## config.mk

```make
export PLATFORM = sky130hd
export DESIGN_NAME = muldiv_unit_flat
export DESIGN_NICKNAME = d
export VERILOG_FILES = /design/src/rtl/muldiv_unit_if.sv /design/src/rtl/muldiv_unit.sv /design/src/flat_wrapper.sv
export SDC_FILE = /design/constraint.sdc
export NUM_CORES = 1
export LEC_CHECK = 0
export CORE_MARGIN = 5
export CORE_UTILIZATION = 40
export CTS_BUF_LIST = sky130_fd_sc_hd__clkbuf_16
export CTS_CLUSTER_DIAMETER = 120
export DETAILED_ROUTE_END_ITERATION = 8
export PLACE_DENSITY = 0.67
export SLEW_MARGIN = 30
export SYNTH_ARGS = -nofsm -noshare
export SYNTH_HDL_FRONTEND = slang
export SYNTH_SLANG_ARGS = --single-unit
```

## constraint.sdc

```tcl
create_clock -name clk -period 10.1 [get_ports clk]
set_input_delay 3.03 -clock clk [delete_from_list [all_inputs] [get_ports clk]]
set_output_delay 3.03 -clock clk [all_outputs]
set_load 0.01 [all_outputs]
```

## src/rtl/muldiv_unit_if.sv

```systemverilog
// Request/result bundle between the issue stage and the multiply/divide unit.
interface muldiv_unit_if #(
   parameter int WIDTH = 32
);
   logic             start;
   logic [1:0]       op;
   logic [WIDTH-1:0] a;
   logic [WIDTH-1:0] b;
   logic             busy;
   logic             done;
   logic [WIDTH-1:0] hi;
   logic [WIDTH-1:0] lo;
   logic [1:0]       hi_we;
   logic [1:0]       lo_we;
   logic             div_by_zero;

   modport master (
      output start, op, a, b,
      input  busy, done, hi, lo, hi_we, lo_we, div_by_zero
   );

   modport slave (
      input  start, op, a, b,
      output busy, done, hi, lo, hi_we, lo_we, div_by_zero
   );
endinterface

```

## src/rtl/muldiv_unit.sv

```systemverilog
// Iterative MULT/MULTU/DIV/DIVU unit feeding the HI/LO registers (34-cycle latency).
// Optional MULDIV_FAST_MULT_EN: single-cycle multiply, IDLE -> WRITE for MULT/MULTU.
module muldiv_unit #(
   parameter int WIDTH = 32
) (
   input logic          clk,
   input logic          reset,
   muldiv_unit_if.slave bus
);
   localparam int CNT_W = $clog2(WIDTH);

   generate
      if (WIDTH != 32) begin : g_width_check
         $error("muldiv_unit supports WIDTH=32 only");
      end
   endgenerate

   typedef enum logic [1:0] {IDLE, RUN, FIX, WRITE} state_t;

   state_t               state_reg, state_next;
   logic [CNT_W-1:0]     counter_reg;
   logic                 is_div_reg;
   logic                 dbz_reg;
   logic                 neg_res_reg;
   logic                 neg_rem_reg;
   logic [WIDTH-1:0]     mag_a_reg, mag_b_reg;
   logic [2*WIDTH-1:0]   acc_reg;
   logic [WIDTH-1:0]     rem_reg, quo_reg;
   logic [WIDTH-1:0]     hi_reg, lo_reg;

   logic                 a_neg, b_neg;
   logic [2*WIDTH-1:0]   acc_step, prod_fix;
   logic [WIDTH:0]       trial;
   logic                 trial_ge;
   logic [WIDTH-1:0]     trial_diff;
   logic [WIDTH-1:0]     quo_fix, rem_fix;

   // op[0]=0 selects the signed variants
   assign a_neg = ~bus.op[0] & bus.a[WIDTH-1];
   assign b_neg = ~bus.op[0] & bus.b[WIDTH-1];

   assign acc_step = {acc_reg[2*WIDTH-2:0], 1'b0}
                   + (mag_b_reg[counter_reg] ? {{WIDTH{1'b0}}, mag_a_reg} : '0);
   assign prod_fix = neg_res_reg ? -acc_reg : acc_reg;

   // Restoring step; the remainder stays below the divisor so only trial needs the extra bit
   assign trial      = {rem_reg, mag_a_reg[counter_reg]};
   assign trial_ge   = trial >= {1'b0, mag_b_reg};
   assign trial_diff = trial[WIDTH-1:0] - mag_b_reg;

   // A zero divisor leaves the dividend in the remainder; the quotient is forced to all ones
   assign quo_fix = dbz_reg ? '1 : (neg_res_reg ? -quo_reg : quo_reg);
   assign rem_fix = neg_rem_reg ? -rem_reg : rem_reg;

`ifdef MULDIV_FAST_MULT_EN
   logic [2*WIDTH-1:0] prod_fast;
   // Sign-extended operands make the modulo-2^64 product correct for both signednesses
   assign prod_fast = {{WIDTH{a_neg}}, bus.a} * {{WIDTH{b_neg}}, bus.b};
`endif

   always_comb begin
      state_next = state_reg;
      case (state_reg)
         IDLE: begin
            if (bus.start) begin
`ifdef MULDIV_FAST_MULT_EN
               state_next = bus.op[1] ? RUN : WRITE;
`else
               state_next = RUN;
`endif
            end
         end
         RUN:     if (counter_reg == '0) state_next = FIX;
         FIX:     state_next = WRITE;
         WRITE:   state_next = IDLE;
         default: state_next = IDLE;
      endcase
   end

   always_ff @(posedge clk) begin
      if (reset) begin
         state_reg   <= IDLE;
         counter_reg <= '0;
         is_div_reg  <= 1'b0;
         dbz_reg     <= 1'b0;
         neg_res_reg <= 1'b0;
         neg_rem_reg <= 1'b0;
         mag_a_reg   <= '0;
         mag_b_reg   <= '0;
         acc_reg     <= '0;
         rem_reg     <= '0;
         quo_reg     <= '0;
         hi_reg      <= '0;
         lo_reg      <= '0;
      end else begin
         state_reg <= state_next;
         case (state_reg)
            IDLE: begin
               if (bus.start) begin
                  is_div_reg  <= bus.op[1];
                  dbz_reg     <= bus.op[1] & (bus.b == '0);
                  neg_res_reg <= a_neg ^ b_neg;
                  neg_rem_reg <= a_neg;
                  mag_a_reg   <= a_neg ? -bus.a : bus.a;
                  mag_b_reg   <= b_neg ? -bus.b : bus.b;
                  counter_reg <= CNT_W'(WIDTH - 1);
                  acc_reg     <= '0;
                  rem_reg     <= '0;
                  quo_reg     <= '0;
`ifdef MULDIV_FAST_MULT_EN
                  if (!bus.op[1]) begin
                     hi_reg <= prod_fast[2*WIDTH-1:WIDTH];
                     lo_reg <= prod_fast[WIDTH-1:0];
                  end
`endif
               end
            end
            RUN: begin
               counter_reg <= counter_reg - CNT_W'(1);
               if (is_div_reg) begin
                  rem_reg <= trial_ge ? trial_diff : trial[WIDTH-1:0];
                  quo_reg <= {quo_reg[WIDTH-2:0], trial_ge};
               end else begin
                  acc_reg <= acc_step;
               end
            end
            FIX: begin
               if (is_div_reg) begin
                  hi_reg <= rem_fix;
                  lo_reg <= quo_fix;
               end else begin
                  hi_reg <= prod_fix[2*WIDTH-1:WIDTH];
                  lo_reg <= prod_fix[WIDTH-1:0];
               end
            end
            default: ;
         endcase
      end
   end

   assign bus.busy        = (state_reg != IDLE);
   assign bus.done        = (state_reg == WRITE);
   assign bus.hi_we       = {2{bus.done}};
   assign bus.lo_we       = {2{bus.done}};
   assign bus.div_by_zero = bus.done & dbz_reg;
   assign bus.hi          = hi_reg;
   assign bus.lo          = lo_reg;
endmodule

```

## src/flat_wrapper.sv

```systemverilog
// flat-port wrapper written by rule: the top's interface ports become plain ports
module muldiv_unit_flat 
#(
   parameter int WIDTH = 32
)
  (clk, reset, bus_start, bus_op, bus_a, bus_b, bus_busy, bus_done, bus_hi, bus_lo, bus_hi_we, bus_lo_we, bus_div_by_zero);
  muldiv_unit_if #(.WIDTH(WIDTH)) bus_i ();
  input logic clk;
  input logic reset;
  input wire logic [$bits(bus_i.start)-1:0] bus_start;
  input wire logic [$bits(bus_i.op)-1:0] bus_op;
  input wire logic [$bits(bus_i.a)-1:0] bus_a;
  input wire logic [$bits(bus_i.b)-1:0] bus_b;
  output wire logic [$bits(bus_i.busy)-1:0] bus_busy;
  output wire logic [$bits(bus_i.done)-1:0] bus_done;
  output wire logic [$bits(bus_i.hi)-1:0] bus_hi;
  output wire logic [$bits(bus_i.lo)-1:0] bus_lo;
  output wire logic [$bits(bus_i.hi_we)-1:0] bus_hi_we;
  output wire logic [$bits(bus_i.lo_we)-1:0] bus_lo_we;
  output wire logic [$bits(bus_i.div_by_zero)-1:0] bus_div_by_zero;
  assign bus_i.start = bus_start;
  assign bus_i.op = bus_op;
  assign bus_i.a = bus_a;
  assign bus_i.b = bus_b;
  assign bus_busy = bus_i.busy;
  assign bus_done = bus_i.done;
  assign bus_hi = bus_i.hi;
  assign bus_lo = bus_i.lo;
  assign bus_hi_we = bus_i.hi_we;
  assign bus_lo_we = bus_i.lo_we;
  assign bus_div_by_zero = bus_i.div_by_zero;
  muldiv_unit #(.WIDTH(WIDTH)) u_core (.clk(clk), .reset(reset), .bus(bus_i));
endmodule
```

==> impl_metrics.py, run 1 <==
metrics = {
    "drt": {
        "wl_um": 54900,
        "drcViolationCount": 0,
        "antenna_left": 0,
        "drt_iter0_drc": 1557,
        "dr.pass1.iters": 5,
        "drt-wirelength-per-cell_um": 18.0,
        "vias": 17500,
        "viasPerCell": 5.73,
    },
    "clocking": {
        "clkLatencyLatePin_ns": 0.58,
        "postCtsHoldBufs": 0,
        "cts_root_buf": "clkbuf_16",
        "cts_resized": 0,
        "cts_tree": "built",
        "clock-sinks": 267,
        "post-cts-setup-buffers": 0,
        "clockBufferDepth": 3,
        "cts.clk_slew.worst_paths_ns": 0.06,
        "numCtsBuffers": 30,
        "htree_levels": 1,
    },
    "timing": {
        "tns_ns": 0,
        "rsz0062_at_grt": "no",
        "finalHoldViolCount": 0,
        "hold_slack_ns": 0.439,
        "fin_crit_ns": 5.66,
        "max_clock_freq_mhz": 177,
        "skew_ns": 0.0164,
        "slew_headroom": 0.373,
        "setup_viol": 0,
        "slew_violations": 0,
        "worstMarginPinSlew_ns": 0.941,
        "fin_crit_sh": 0.560,
    },
    "yosys": {
        "synth-compound-area-share": 0.251,
        "avgSynthCellArea_um2": 7.79,
        "yosys.area.top_type_share": 0.285,
        "synth-async-reset-ratio": 0,
        "syn_inst": 2412,
        "synth_top_family_by_area": "compound AO/OA/AOI/OAI gates",
        "synthTopCellsByArea": "dfxtp_1, xnor2_1, o21ai_0",
        "synth-edff-count": 0,
        "yosysWarningCount": 0,
        "yosys_most_used_dff": "dfxtp_1",
        "ys_types": 87,
        "synth_xor_area_frac": 0.116,
        "synth_largest_area_cell": "dfxtp_1",
        "yosys-top-cells-count": "nand2_1, dfxtp_1, nor2_1",
        "synth_seq_cells": 267,
        "muxShareOfSynthArea": 0.0391,
        "syn_nets": 2558,
        "synth-simple-area-share": 0.200,
        "synth.most_common_cell": "nand2_1",
        "ys_seq_area_frac": 0.285,
        "synthesis.area_um2": 18800,
        "synthAdderAreaFrac": 0.0521,
    },
    "cells_and_area": {
        "n_fill_cell": 4587,
        "areaGrowthSynthToFinish_pct": 13.5,
        "largest_reg_flops": 64,
        "drive_above_1_share": 0.0536,
        "final_nets": 2566,
    },
    "setup_path": {
        "cp.arrival_ns": 6.11,
        "required_ns": 10.55,
        "r2r_cells": 16,
        "end_kind": "flip-flop",
        "slowest_delay_ns": 0.88,
        "rr_endpoint": "u_core.acc_reg[44]",
        "worst-setup-path-type": "flip-flop to flip-flop",
        "ff2ff_setup_slack_ns": 4.44,
        "r2r-start": "u_core.counter_reg[1]",
        "crit_chain": "mux4_2 -> mux4_2 -> mux2i_2 -> buf_4 -> nor2b_1 -> ha_1 -> a211o_1 -> a2111oi_0 -> o31ai_1 -> o22ai_1 -> buf_4 -> nor3_1 -> o21ai_1 -> nor3_1 -> xnor2_1 -> o21ai_0",
        "worstPathMaxFanout": 32,
        "cp-startpoint": "u_core.counter_reg[1]",
        "cp_slowest_cell": "dfxtp_1",
        "start_kind": "flip-flop",
    },
    "placed_design": {
        "io_buffers": 139,
        "gp_congestion": 0.926,
        "hpwlAfterDp_um": 41100,
    },
    "die": {
        "dieArea_um2": 51400,
        "io_pins": 140,
        "die_height_um": 227,
        "initial_utilization": 0.404,
        "fp-row-count": 79,
        "chipWidth_um": 227,
        "coreArea_um2": 46500,
    },
    "global_routing": {
        "antenna_found_initial": 0,
        "grt.overflow.total": 0,
        "grt_pass1_vias": 16300,
        "grt_usage": 0.205,
        "grt_pass1_wl_um": 88300,
        "grt_start_max_net_pins": 123,
    },
    "run_status": {
        "status": "finished clean",
    },
    "power_and_ir_drop": {
        "ir_worst_vdd_v": 0.000172,
        "pwr_density_cell_nw_per_um2": 184,
        "p_leak_nw": 8.02,
    },
    "flow_run": {
        "max-cap-violations": 0,
    },
    "min_path": {
        "hold_path_class": "flip-flop to flip-flop",
        "min_from": "u_core.bus.hi[23]",
        "hold_path_end": "u_core.bus.hi[23]",
        "worstHoldPathCells": 2,
    },
}
logic make-up (layout without fill, tap and decap cells):
kind of cell	Yosys count	after routing
muxes	48	48
and+or+nand+nor	803	803
adders and majority gates	77	77
xor gates and xnor gates	248	248
AOI/OAI and AO/OA	719	719
buffers and inverters	250	281
DFF	267	267
other	0	1
cells in the final DEF, fill, tap and decap left out, types with 6 or more instances in the layout:
cell type        count
nand3_1             46
o21a_1              14
nor3_1              44
nor2b_1             44
xnor2_1            158
dfxtp_1            264
nand2_1            268
or3_1               34
a311oi_1            18
a21o_1              34
or2_2                7
nor4_1              26
and2_1               7
mux2i_1             24
nor2_1             225
and3_1              23
o41ai_1             20
o31ai_1             51
xor2_1              90
clkinv_2             6
a211oi_1            59
o21bai_1             7
a21oi_1            134
inv_1               74
clkdlybuf4s50_1    138
o211ai_1            16
buf_4               17
o21ai_0            207
a31oi_1             13
nand4_1             15
mux4_2              20
a22oi_1             48
clkbuf_16           31
or4_1               19
o221ai_1            28
ha_1                74
a22o_1              15
nand2b_1            19
layout make-up:
type	instances	area, µm²	area share
Multi-Input combinational cell	1895	12400	0.583
Sequential cell	267	5350	0.251
Timing Repair Buffer	157	1530	0.0719
Clock buffer	31	776	0.0364
Tap cell	607	759	0.0356
Inverter	69	259	0.0122
Clock inverter	24	221	0.0104
Antenna cell	1	2.50	0.000117
worst max path at each step:
stage / cells after the start / slack (ns) / end
2_1_floorplan: 17 / 5.02 / u_core.rem_reg[28]
3_3_place_gp: 8 / 4.02 / u_core.rem_reg[18]
3_5_place_dp: 10 / 4.24 / u_core.mag_b_reg[25]
4_1_cts: 16 / 4.42 / u_core.acc_reg[44]
5_1_grt: 16 / 3.92 / u_core.acc_reg[58]
6_report: 16 / 4.44 / u_core.acc_reg[44]
per-stage QoR:
| step | util | setup WS, ns | power [mW] | area, µm² | std cells |
|---|---|---|---|---|---|
| after floorplan | - | 5.02 | 2.38 | 18800 | 2412 |
| after global placement | 0.437 | 4.02 | 2.80 | 20300 | 2995 |
| after detailed placement | 0.437 | 4.24 | 2.83 | 20300 | 2995 |
| after CTS | 0.459 | 4.42 | 3.95 | 21300 | 3050 |
| after global routing | 0.459 | 3.92 | 4.15 | 21300 | 3050 |
| final | 0.459 | 4.44 | 3.93 | 21300 | 3051 |
layer usage:
metal | vias to the layer above | global-route usage | part of all wire
met3 | 61 | 0.0202 | 0.057
li1 | 8713 | - | -
met4 | 0 | 0.0429 | 0.017
met1 | 8152 | 0.308 | 0.49
met2 | 543 | 0.319 | 0.44
met5 | - | 0 | 0
worst max-delay path: cells and delay by family (launching register included):
kind	cells	cell delay [ns]
multiplexers	3	1.08
AO/OA/AOI/OAI	6	2.14
flip-flops	1	0.88
AND/OR/NAND/NOR	3	0.43
buffers and inverters	2	0.49
adder cells (fa/ha/maj)	1	0.31
XOR/XNOR	1	0.17
where the power goes:
| part | switching [mW] | leakage (nW) | internal [mW] | total, mW |
|---|---|---|---|---|
| Clock | 0.461 | 0.513 | 0.655 | 1.12 |
| Sequential | 0.124 | 2.17 | 1.17 | 1.29 |
| Combinational | 0.948 | 5.34 | 0.573 | 1.52 |
(Power assumes the default switching activity.)
==> run 2, diff against run 1 <==
--- a/config.mk
+++ b/config.mk
@@ -10,7 +10,7 @@
 export CTS_BUF_LIST = sky130_fd_sc_hd__clkbuf_16
 export CTS_CLUSTER_DIAMETER = 120
 export DETAILED_ROUTE_END_ITERATION = 8
-export PLACE_DENSITY = 0.67
+export PLACE_DENSITY = 0.69
 export SLEW_MARGIN = 30
 export SYNTH_ARGS = -nofsm -noshare
 export SYNTH_HDL_FRONTEND = slang
==> constraint.sdc (replaced) <==
create_clock -name clk -period 5.2 [get_ports clk]
set_input_delay 1.56 -clock clk [delete_from_list [all_inputs] [get_ports clk]]
set_output_delay 1.56 -clock clk [all_outputs]
set_load 0.01 [all_outputs]
==> impl_metrics.py, run 2 (synthesized netlist as in run 1, its figures left out) <==
metrics = {
    "run_status": {
        "status": "finished clean",
    },
    "global_routing": {
        "grt_pass1_vias": 16500,
        "grt.overflow.total": 0,
        "grt_pass1_wl_um": 89900,
        "grt_start_max_net_pins": 95,
        "antenna_found_initial": 0,
        "grt_usage": 0.211,
    },
    "cells_and_area": {
        "multi_input_area_um2": 12400,
        "layout_common_cells": "nand2_1, dfxtp_1, nor2_1",
        "areaGrowthSynthToFinish_pct": 14.6,
        "finalNonFillerCells": 3068,
        "n_antenna_cell": 0,
        "fin_area_um2": 21500,
        "regArea_um2": 5350,
        "final_nets": 2583,
        "n_fill_cell": 4559,
        "largest_reg_flops": 64,
        "drive_above_1_share": 0.0618,
        "layout_commonest_cell": "nand2_1",
    },
    "timing": {
        "skew_ns": 0.0150,
        "setup_slack_ns": 0.257,
        "worstMarginPinSlew_ns": 0.962,
        "tns_ns": 0,
        "setup_viol": 0,
        "fin_crit_sh": 0.951,
        "slew_headroom": 0.359,
        "rsz0062_at_grt": "no",
        "fin_crit_ns": 4.94,
        "finalHoldViolCount": 0,
        "max_clock_freq_mhz": 202,
        "slew_violations": 0,
    },
    "placed_design": {
        "gp_congestion": 0.910,
        "io_buffers": 139,
        "place_area_um2": 20500,
        "hpwlAfterDp_um": 43500,
        "dp_cells": 3012,
        "place_ws_ns": 0.242,
    },
    "power_and_ir_drop": {
        "p_clk_frac": 0.289,
        "pwr-share-seq": 0.322,
        "ir_worst_vdd_v": 0.000275,
        "p_leak_nw": 8.10,
        "p_sw_mw": 3.05,
        "p_int_mw": 4.76,
        "p_comb_frac": 0.389,
        "p_sw_frac": 0.390,
        "pwr_density_cell_nw_per_um2": 363,
    },
    "clocking": {
        "clkLatencyLatePin_ns": 0.57,
        "numCtsBuffers": 30,
        "cts_root_buf": "clkbuf_16",
        "htree_levels": 1,
        "cts.clk_slew.worst_paths_ns": 0.06,
        "clockBufferDepth": 3,
        "cts_tree": "built",
        "clock-sinks": 267,
    },
    "setup_path": {
        "end_kind": "flip-flop",
        "worstPathMaxFanout": 32,
        "worst-setup-path-type": "flip-flop to flip-flop",
        "required_ns": 5.65,
        "start_kind": "flip-flop",
        "cp.arrival_ns": 5.39,
    },
    "die": {
        "initial_utilization": 0.404,
        "coreArea_um2": 46500,
        "io_pins": 140,
        "die_height_um": 227,
        "chipWidth_um": 227,
        "dieArea_um2": 51400,
        "fp-row-count": 79,
    },
    "drt": {
        "drt-wirelength-per-cell_um": 18.5,
        "drcViolationCount": 0,
        "dr.pass1.iters": 5,
        "vias": 17600,
        "wl_um": 56800,
        "viasPerCell": 5.73,
        "drt_iter0_drc": 1383,
        "antenna_left": 0,
    },
    "flow_run": {
        "max-cap-violations": 0,
    },
    "min_path": {
        "hold_path_class": "flip-flop to flip-flop",
    },
}
-- run 2: routing by layer --
metal | GRT usage | vias to the layer above | wire (µm) | part of all wire
li1 | - | 8732 | - | -
met1 | 0.314 | 8284 | 27600 | 0.49
met2 | 0.326 | 487 | 24800 | 0.44
met3 | 0.0265 | 62 | 3320 | 0.058
met4 | 0.0512 | 0 | 1110 | 0.020
met5 | 0 | - | 0 | 0
-- run 2: area by class of cell --
| type | instances | share of cell area |
|---|---|---|
| repair buffers | 174 | 0.0779 |
| flip-flops and latches | 267 | 0.249 |
| clock inverters | 25 | 0.0126 |
| well taps | 607 | 0.0353 |
| clock buffers | 31 | 0.0361 |
| inverters | 69 | 0.0120 |
| multi-input cells | 1895 | 0.577 |
-- run 2: power groups by stage --
stage | Sequential (mW) | Clock [mW] | Combinational (mW)
floorplan | 2.44 | 0 | 2.18
global placement | 2.54 | 0 | 2.98
detailed placement | 2.56 | 0 | 3.02
CTS | 2.51 | 2.29 | 3.03
global route | 2.55 | 2.36 | 3.33
finish | 2.52 | 2.25 | 3.04
-- run 2: worst paths after layout --
kind | startpoint | endpoint | slack (ns) | depth (start not counted)
min reg2reg | u_core.bus.hi[25] | u_core.bus.hi[25] | 0.44 | 2
max | u_core.counter_reg[0] | u_core.acc_reg[59] | 0.26 | 17
min | u_core.bus.hi[25] | u_core.bus.hi[25] | 0.44 | 2
max reg2reg | u_core.counter_reg[0] | u_core.acc_reg[59] | 0.26 | 17
-- run 2: repair_timing --
action / 4_1_cts / 5_1_grt
gates resized for setup: 0 / 2
buffers inserted: 0 / 0
endpoints found under the setup margin: 0 / 4
hold buffers: 0 / 0
-- run 2: worst max-delay path: stages, from the launching register on --
cell and delay (ns):
dfxtp_1 0.32, buf_4 0.23, mux4_2 0.51, mux4_2 0.50
mux2i_2 0.22, buf_12 0.21, nor2b_1 0.07, ha_1 0.22
fa_1 0.44, a211oi_1 0.32, o21ai_0 0.15, a31oi_1 0.29
o21ai_0 0.29, a31o_2 0.37, nand3_1 0.32, nor2_1 0.11
xnor2_1 0.16, o21ai_0 0.09
-- run 2: stage by stage --
stage / power (mW) / util / hold slack [ns]
finish: 7.81 / 0.463 / 0.437
global route: 8.25 / 0.463 / 0.464
CTS: 7.84 / 0.463 / 0.440
detailed placement: 5.58 / 0.440 / 0.432
global placement: 5.52 / 0.440 / 0.430
floorplan: 4.62 / - / 0.437
==> run 3, diff against run 2 <==
--- a/config.mk
+++ b/config.mk
@@ -5,6 +5,7 @@
 export SDC_FILE = /design/constraint.sdc
 export NUM_CORES = 1
 export LEC_CHECK = 0
+export CAP_MARGIN = 20
 export CORE_MARGIN = 5
 export CORE_UTILIZATION = 40
 export CTS_BUF_LIST = sky130_fd_sc_hd__clkbuf_16
==> constraint.sdc (replaced) <==
create_clock -name clk -period 5.2 [get_ports clk]
set_input_delay 1.56 -clock clk [delete_from_list [all_inputs] [get_ports clk]]
set_output_delay 1.56 -clock clk [all_outputs]
set_load 0.005 [all_outputs]
==> results of run 3 <==
The final DEF is identical to that of run 2. Status: finished clean.
Among the figures that moved: total power 7.81 mW -> 7.79 mW
